`src/rtl/mult_pkg.sv`:
```
// mult_pkg: shared definitions for the RV32M multiply execution unit.
//   - FSM state encoding (IDLE / BUSY / REQ) as plain localparam constants
//   - RV32M funct3 codes for the multiply class
//   - opcode/funct7 constants used by dispatch steering
//   - mult_select(): picks the architectural result from the 64-bit product
package mult_pkg;

  // FSM state encoding
  typedef logic [1:0] state_t;
  localparam state_t S_IDLE = 2'd0;
  localparam state_t S_BUSY = 2'd1;
  localparam state_t S_REQ  = 2'd2;

  // Multiply-class funct3 codes; funct3[2]=1 is the divide class
  localparam logic [2:0] F3_MUL    = 3'b000;
  localparam logic [2:0] F3_MULH   = 3'b001;
  localparam logic [2:0] F3_MULHSU = 3'b010;
  localparam logic [2:0] F3_MULHU  = 3'b011;

  // RV32M encoding, consumed by dispatch steering
  localparam logic [6:0] OPCODE_OP     = 7'b0110011;
  localparam logic [6:0] FUNCT7_MULDIV = 7'b0000001;

  // Low word for MUL, high word for the MULH family, zero for divide-class
  // ops so they still broadcast and free their queue entry.
  function automatic logic [31:0] mult_select(input logic [2:0]  funct3,
                                              input logic [63:0] product);
    logic [31:0] r;
    r = '0;
    case (funct3)
      F3_MUL:                       r = product[31:0];
      F3_MULH, F3_MULHSU, F3_MULHU: r = product[63:32];
      default:                      r = '0;
    endcase
    return r;
  endfunction

endpackage

```
`src/rtl/mult_core.sv`:
```
// mult_core: combinational RV32M multiply datapath.
//   op_a_i   [31:0] operand A (rs1)
//   op_b_i   [31:0] operand B (rs2)
//   funct3_i [2:0]  operation select
//   result_o [31:0] selected result word
// Operands are extended to 33 bits (sign or zero per funct3), so a single
// signed multiply covers all signedness combinations.
module mult_core
  import mult_pkg::*;
(
  input  logic [31:0] op_a_i,
  input  logic [31:0] op_b_i,
  input  logic [2:0]  funct3_i,
  output logic [31:0] result_o
);

  logic               a_signed;
  logic               b_signed;
  logic [32:0]        a_ext;
  logic [32:0]        b_ext;
  logic signed [63:0] a_wide;
  logic signed [63:0] b_wide;
  logic [63:0]        product;

  assign a_signed = (funct3_i == F3_MULH) || (funct3_i == F3_MULHSU);
  assign b_signed = (funct3_i == F3_MULH);

  assign a_ext = {a_signed & op_a_i[31], op_a_i};
  assign b_ext = {b_signed & op_b_i[31], op_b_i};

  // Only the low 64 bits of the 66-bit signed product are ever selected,
  // so the multiply is done at 64 bits on the sign-extended 33-bit values.
  assign a_wide  = {{31{a_ext[32]}}, a_ext};
  assign b_wide  = {{31{b_ext[32]}}, b_ext};
  assign product = a_wide * b_wide;

  assign result_o = mult_select(funct3_i, product);

endmodule

```
`src/rtl/mult_exec_unit.sv`:
```
// mult_exec_unit: multi-cycle RV32M multiply unit downstream of the issue queue.
//   clk, rst (synchronous, active-low)
//   issue_valid/issue_rs1_data/issue_rs2_data/issue_rd_token/issue_funct3 : issue side
//   ex_ready : idle, can accept this cycle
//   ex_done  : one-cycle pulse on the broadcast cycle
//   cdb_req/cdb_grant/cdb_valid/cdb_tag/cdb_data : CDB handshake; data and tag
//              are zero outside REQ so several units can be OR-merged.
// Optional build macro MULT_EARLY_OUT_EN: a zero operand skips straight to
// REQ (result 0), giving cdb_req in the cycle after accept.
module mult_exec_unit
  import mult_pkg::*;
#(
  parameter int LATENCY = 4,
  parameter int TAG_W   = 6
) (
  input  logic             clk,
  input  logic             rst,
  input  logic             issue_valid,
  input  logic [31:0]      issue_rs1_data,
  input  logic [31:0]      issue_rs2_data,
  input  logic [TAG_W:0]   issue_rd_token,
  input  logic [2:0]       issue_funct3,
  output logic             ex_ready,
  output logic             ex_done,
  output logic             cdb_req,
  input  logic             cdb_grant,
  output logic             cdb_valid,
  output logic [TAG_W-1:0] cdb_tag,
  output logic [31:0]      cdb_data
);

  localparam int CNT_W = 5;

  state_t            state_q, state_d;
  logic [CNT_W-1:0]  cnt_q, cnt_d;
  logic [31:0]       a_q, b_q;
  logic [2:0]        f3_q;
  logic [TAG_W-1:0]  tag_q;
  logic              accept;
  logic              in_req;
  logic [31:0]       result;

  // Token bit TAG_W marks a real destination; invalid tokens are not accepted.
  assign accept = (state_q == S_IDLE) && issue_valid && issue_rd_token[TAG_W];

  always_comb begin
    state_d = state_q;
    cnt_d   = cnt_q;
    case (state_q)
      S_IDLE: begin
        if (accept) begin
          if (LATENCY == 1) begin
            state_d = S_REQ;
            cnt_d   = '0;
          end else begin
            state_d = S_BUSY;
            cnt_d   = CNT_W'(LATENCY - 1);
          end
`ifdef MULT_EARLY_OUT_EN
          if ((issue_rs1_data == 32'h0) || (issue_rs2_data == 32'h0)) begin
            state_d = S_REQ;
            cnt_d   = '0;
          end
`endif
        end
      end
      S_BUSY: begin
        cnt_d = cnt_q - 1'b1;
        if (cnt_q == CNT_W'(1)) begin
          state_d = S_REQ;
        end
      end
      S_REQ: begin
        if (cdb_grant) begin
          state_d = S_IDLE;
        end
      end
      default: state_d = S_IDLE;
    endcase
  end

  always_ff @(posedge clk) begin
    if (!rst) begin
      state_q <= S_IDLE;
      cnt_q   <= '0;
      a_q     <= '0;
      b_q     <= '0;
      f3_q    <= '0;
      tag_q   <= '0;
    end else begin
      state_q <= state_d;
      cnt_q   <= cnt_d;
      if (accept) begin
        a_q   <= issue_rs1_data;
        b_q   <= issue_rs2_data;
        f3_q  <= issue_funct3;
        tag_q <= issue_rd_token[TAG_W-1:0];
      end
    end
  end

  // Operands stay latched until the next accept, so the result is stable
  // for the whole REQ interval without a separate result register.
  mult_core u_core (
    .op_a_i   (a_q),
    .op_b_i   (b_q),
    .funct3_i (f3_q),
    .result_o (result)
  );

  // Outputs are forced quiet while reset is low, even before the reset edge.
  assign in_req    = rst && (state_q == S_REQ);
  assign ex_ready  = rst && (state_q == S_IDLE);
  assign cdb_req   = in_req;
  assign cdb_valid = in_req && cdb_grant;
  assign ex_done   = in_req && cdb_grant;
  assign cdb_tag   = in_req ? tag_q  : '0;
  assign cdb_data  = in_req ? result : '0;

endmodule

```
`config.mk`:
```
export PLATFORM = sky130hd
export DESIGN_NAME = mult_exec_unit
export DESIGN_NICKNAME = d
export VERILOG_FILES = /design/src/rtl/mult_pkg.sv /design/src/rtl/mult_core.sv /design/src/rtl/mult_exec_unit.sv
export SDC_FILE = /design/constraint.sdc
export NUM_CORES = 2
export LEC_CHECK = 0
export CORE_ASPECT_RATIO = 0.7
export CORE_UTILIZATION = 40
export DETAILED_ROUTE_END_ITERATION = 16
export PLACE_DENSITY = 0.54
export RECOVER_POWER = 100
export SLEW_MARGIN = 25
export SYNTH_ARGS = -nofsm -noshare
export SYNTH_HDL_FRONTEND = slang
export SYNTH_SLANG_ARGS = --single-unit
export TNS_END_PERCENT = 10
```
`constraint.sdc`:
```
create_clock -name clk -period 12.7 [get_ports clk]
set_input_delay 1.27 -clock clk [delete_from_list [all_inputs] [get_ports clk]]
set_output_delay 1.27 -clock clk [all_outputs]
set_load 0.02 [all_outputs]
```
==> impl_metrics.py <==
metrics = {
    "synthesis": {
        "ys_async_sr_fraction": 0,
        "seq_area_frac_synth": 0.03888,
        "yosysUniqueCellTypes": 72,
        "avgSynthCellArea_sq_um": 8.807,
        "yosys.area.top_type_share": 0.5468,
        "syn-cell-area_sq_mm": 0.04119,
        "synth.net_count": 6094,
        "ys_top_cells_by_area": "fa_1 55%, inv_1 11%, nand2_1 8.7%, ha_1 6.5%, and2_1 4.6%",
        "synthFlopType": "dfxtp_1",
        "synth_largest_area_cell": "fa_1",
        "synth_edf_count": 0,
        "yosysWarnings": 0,
        "yosys_register_bits": 80,
        "syn-instance-count": 4677,
    },
    "timing": {
        "finalHoldViolCount": 0,
        "rsz0062_at_grt": "no",
        "tightest_slew_ps": 4794,
        "max_freq_mhz": 86.77,
        "drv_slew": 157,
        "skew_ps": 23.12,
        "finalSetupViolations": 0,
        "slew_headroom": -2.196,
        "setup_tns_ps": 0,
        "finalCritPeriodShare": 0.9075,
        "fin_crit_ps": 11520,
    },
    "critical_path": {
        "start_kind": "register",
        "crit_arrival_ps": 10250,
        "r2r_end": "cnt_q[2]",
        "crit_path_end_kind": "output port",
        "slowest_stage": "fa_1",
        "reg2reg_depth": 5,
        "r2r-start": "state_q[1]",
        "worst-path-buf-inv": 6,
        "max_stage_delay_ps": 770,
        "crit_family": "adder cells",
        "required_ps": 11430,
        "critPathMostFrequentCell": "fa_1",
        "worst-r2r-setup-slack_ps": 7850,
        "cp_max_fo": 11,
        "path_class": "register to output port",
    },
    "finish": {
        "diodes": 0,
        "syn2layout_area_growth_pct": 6.798,
        "fin_nets": 6031,
        "fillers": 10265,
        "drive_gt1_frac": 0.02923,
        "final_util": 0.4312,
    },
    "clock_network": {
        "cts_sinks": 80,
        "cts.repair.resized": 0,
        "cts_post_setup_buffers_inserted": 0,
        "cts_made_buffers": 9,
        "cts_buffer_depth": 2,
        "root_buffer": "clkbuf_16",
        "cts_htree_levels": 3,
        "clk_pin_slew_ps": 70,
        "hold_buffers": 0,
        "insertion_delay_ps": 430,
        "cts_tree": "built",
    },
    "run_status": {
        "violations": "max-capacitance violations, max-slew violations",
        "status": "finished, violations left",
    },
    "hold_path": {
        "worstHoldStart": "tag_q[4]",
        "min_path_type": "register to register",
        "hold_end": "tag_q[4]",
        "hold_depth": 2,
    },
    "grt": {
        "grt_max_degree": 79,
        "grt.total_usage": 0.2457,
        "grt_pass1_vias": 31823,
        "overflow": 0,
        "grt_pass1_wl_um": 194800,
        "antenna_found_initial": 0,
    },
    "place": {
        "portBuffers": 119,
        "gp_congestion": 0.9406,
        "dp_hpwl_um": 100900,
    },
    "power": {
        "p_leak_nw": 20.72,
        "internal-power_w": 0.0006649,
        "switching_share": 0.4889,
        "power.density_mw_per_mm2": 29.57,
        "seqPwrFrac": 0.232,
        "max-vdd-ir-drop_v": 0.00005691,
        "p_sw_w": 0.0006360,
        "combPwrFrac": 0.516,
        "clkPwrFrac": 0.252,
    },
    "routing": {
        "ant_nets": 0,
        "first_iter_violations": 1829,
        "vias": 29892,
        "routedWlPerCell_um": 20.42,
        "dr.pass1.iters": 6,
        "wl_um": 121900,
        "route.detailed.drc": 0,
        "viasPerCell": 5.008,
    },
    "floorplan": {
        "ioPinCount": 120,
        "die_h_um": 270.5,
        "coreArea_sq_mm": 0.1020,
        "design.die.area_sq_mm": 0.1043,
        "start_util": 0.4037,
        "core.rowCount": 98,
        "die_x_um": 385.5,
    },
    "job": {
        "cap_viol_max_count": 2,
    },
}
layer usage:
layer  share of wire  up-vias  wire (um)  global-route usage
met2            0.42      954      50760              0.3532
met3           0.076       81       9244             0.04278
met4           0.016        0       1899             0.03838
li1                -    13176          -                   -
met5               0        -          0                   0
met1            0.49    15681      60010              0.3886
worst max path at each step:
stage	startpoint	endpoint	slack, ps	cells past startpoint
2_1_floorplan	f3_q[1]	cdb_data[30]	2970	29
3_3_place_gp	f3_q[1]	cdb_data[28]	1710	27
3_5_place_dp	f3_q[1]	cdb_data[28]	1660	27
4_1_cts	f3_q[1]	cdb_data[28]	1140	27
5_1_grt	f3_q[1]	cdb_data[28]	600	27
6_report	f3_q[0]	cdb_data[28]	1180	27
stage by stage:
stage | instances | area [sq um] | worst slack (ps) | hold WS [ps] | power (W)
after floorplan | 4677 | 41190 | 2971 | 431.7 | 0.0007020
after global placement | 5953 | 43680 | 1706 | 440.3 | 0.0009704
after detailed placement | 5953 | 43680 | 1664 | 444.8 | 0.0009718
after CTS | 5969 | 44000 | 1145 | 453.7 | 0.001309
after global routing | 5969 | 43990 | 603.4 | 473.0 | 0.001393
final | 5969 | 43990 | 1175 | 453.7 | 0.001301
final cells by class:
type | count | area [sq um] | area share
Multi-Input combinational cell | 3135 | 34110 | 0.7754
Sequential cell | 80 | 1610 | 0.03661
Clock inverter | 6 | 90.09 | 0.002048
Tap cell | 1350 | 1689 | 0.03840
Inverter | 1187 | 4456 | 0.1013
Clock buffer | 10 | 229.0 | 0.005205
Timing Repair Buffer | 201 | 1808 | 0.04110
worst reg2reg max path, stage by stage, from the launching register on:
cell and delay, ps:
dfxtp_1 410, nor2_1 110, nand3_4 80, clkbuf_1 3220, nand2_1 690, nor2_1 260
power groups by stage:
stage / registers, W / logic, W / clock network [W]
finish: 0.000302 / 0.000671 / 0.000328
CTS: 0.000301 / 0.000670 / 0.000338
detailed placement: 0.000307 / 0.000665 / 0
global route: 0.000304 / 0.000744 / 0.000344
global placement: 0.000307 / 0.000664 / 0
floorplan: 0.000279 / 0.000423 / 0
layout by cell type, fill, tap and decap left out, types with 37 or more instances in the layout:
cell type and n:
inv_1 1187, fa_1 1125, nand2_1 956, and2_1 301, ha_1 214, a21oi_1 135, clkdlybuf4s50_1 80, buf_4 78
dfxtp_1 73, nor2_1 71, xnor2_1 53, dlygate4sd3_1 39, o21ai_0 37
state kept, by name, indices dropped and copies added (netlist names):
register,flops
a_q,32
b_q,32
cnt_q,5
f3_q,3
state_q,2
tag_q,6
logic make-up (layout without fill, tap and decap cells):
| logic type | after synthesis | after routing | share of synthesized area |
|---|---|---|---|
| flops | 80 | 80 | 0.03888 |
| xor+xnor | 76 | 76 | 0.01616 |
| compound gates | 299 | 299 | 0.04599 |
| fa+ha+maj | 1339 | 1339 | 0.6118 |
| buf+inv | 1462 | 1404 | 0.1334 |
| simple gates | 1419 | 1419 | 0.1533 |
| mux | 2 | 2 | 0.0004861 |
Yosys cell counts (all sizes together) (6+ instances only):
cell type and instances:
nand4 16, and3 6, xor2 23, fa 1125, or2 11, dfxtp 80
a211oi 10, a22oi 7, nor3 11, o21bai 13, nand2 957, nand2b 13
o22ai 18, o21ai 47, nand3 13, ha 214, xnor2 53, buf 7
clkbuf 268, and2 301, a21o 28, inv 1187, a21oi 137, nor2 71
Note: power is estimated with default switching activity, not from simulation.
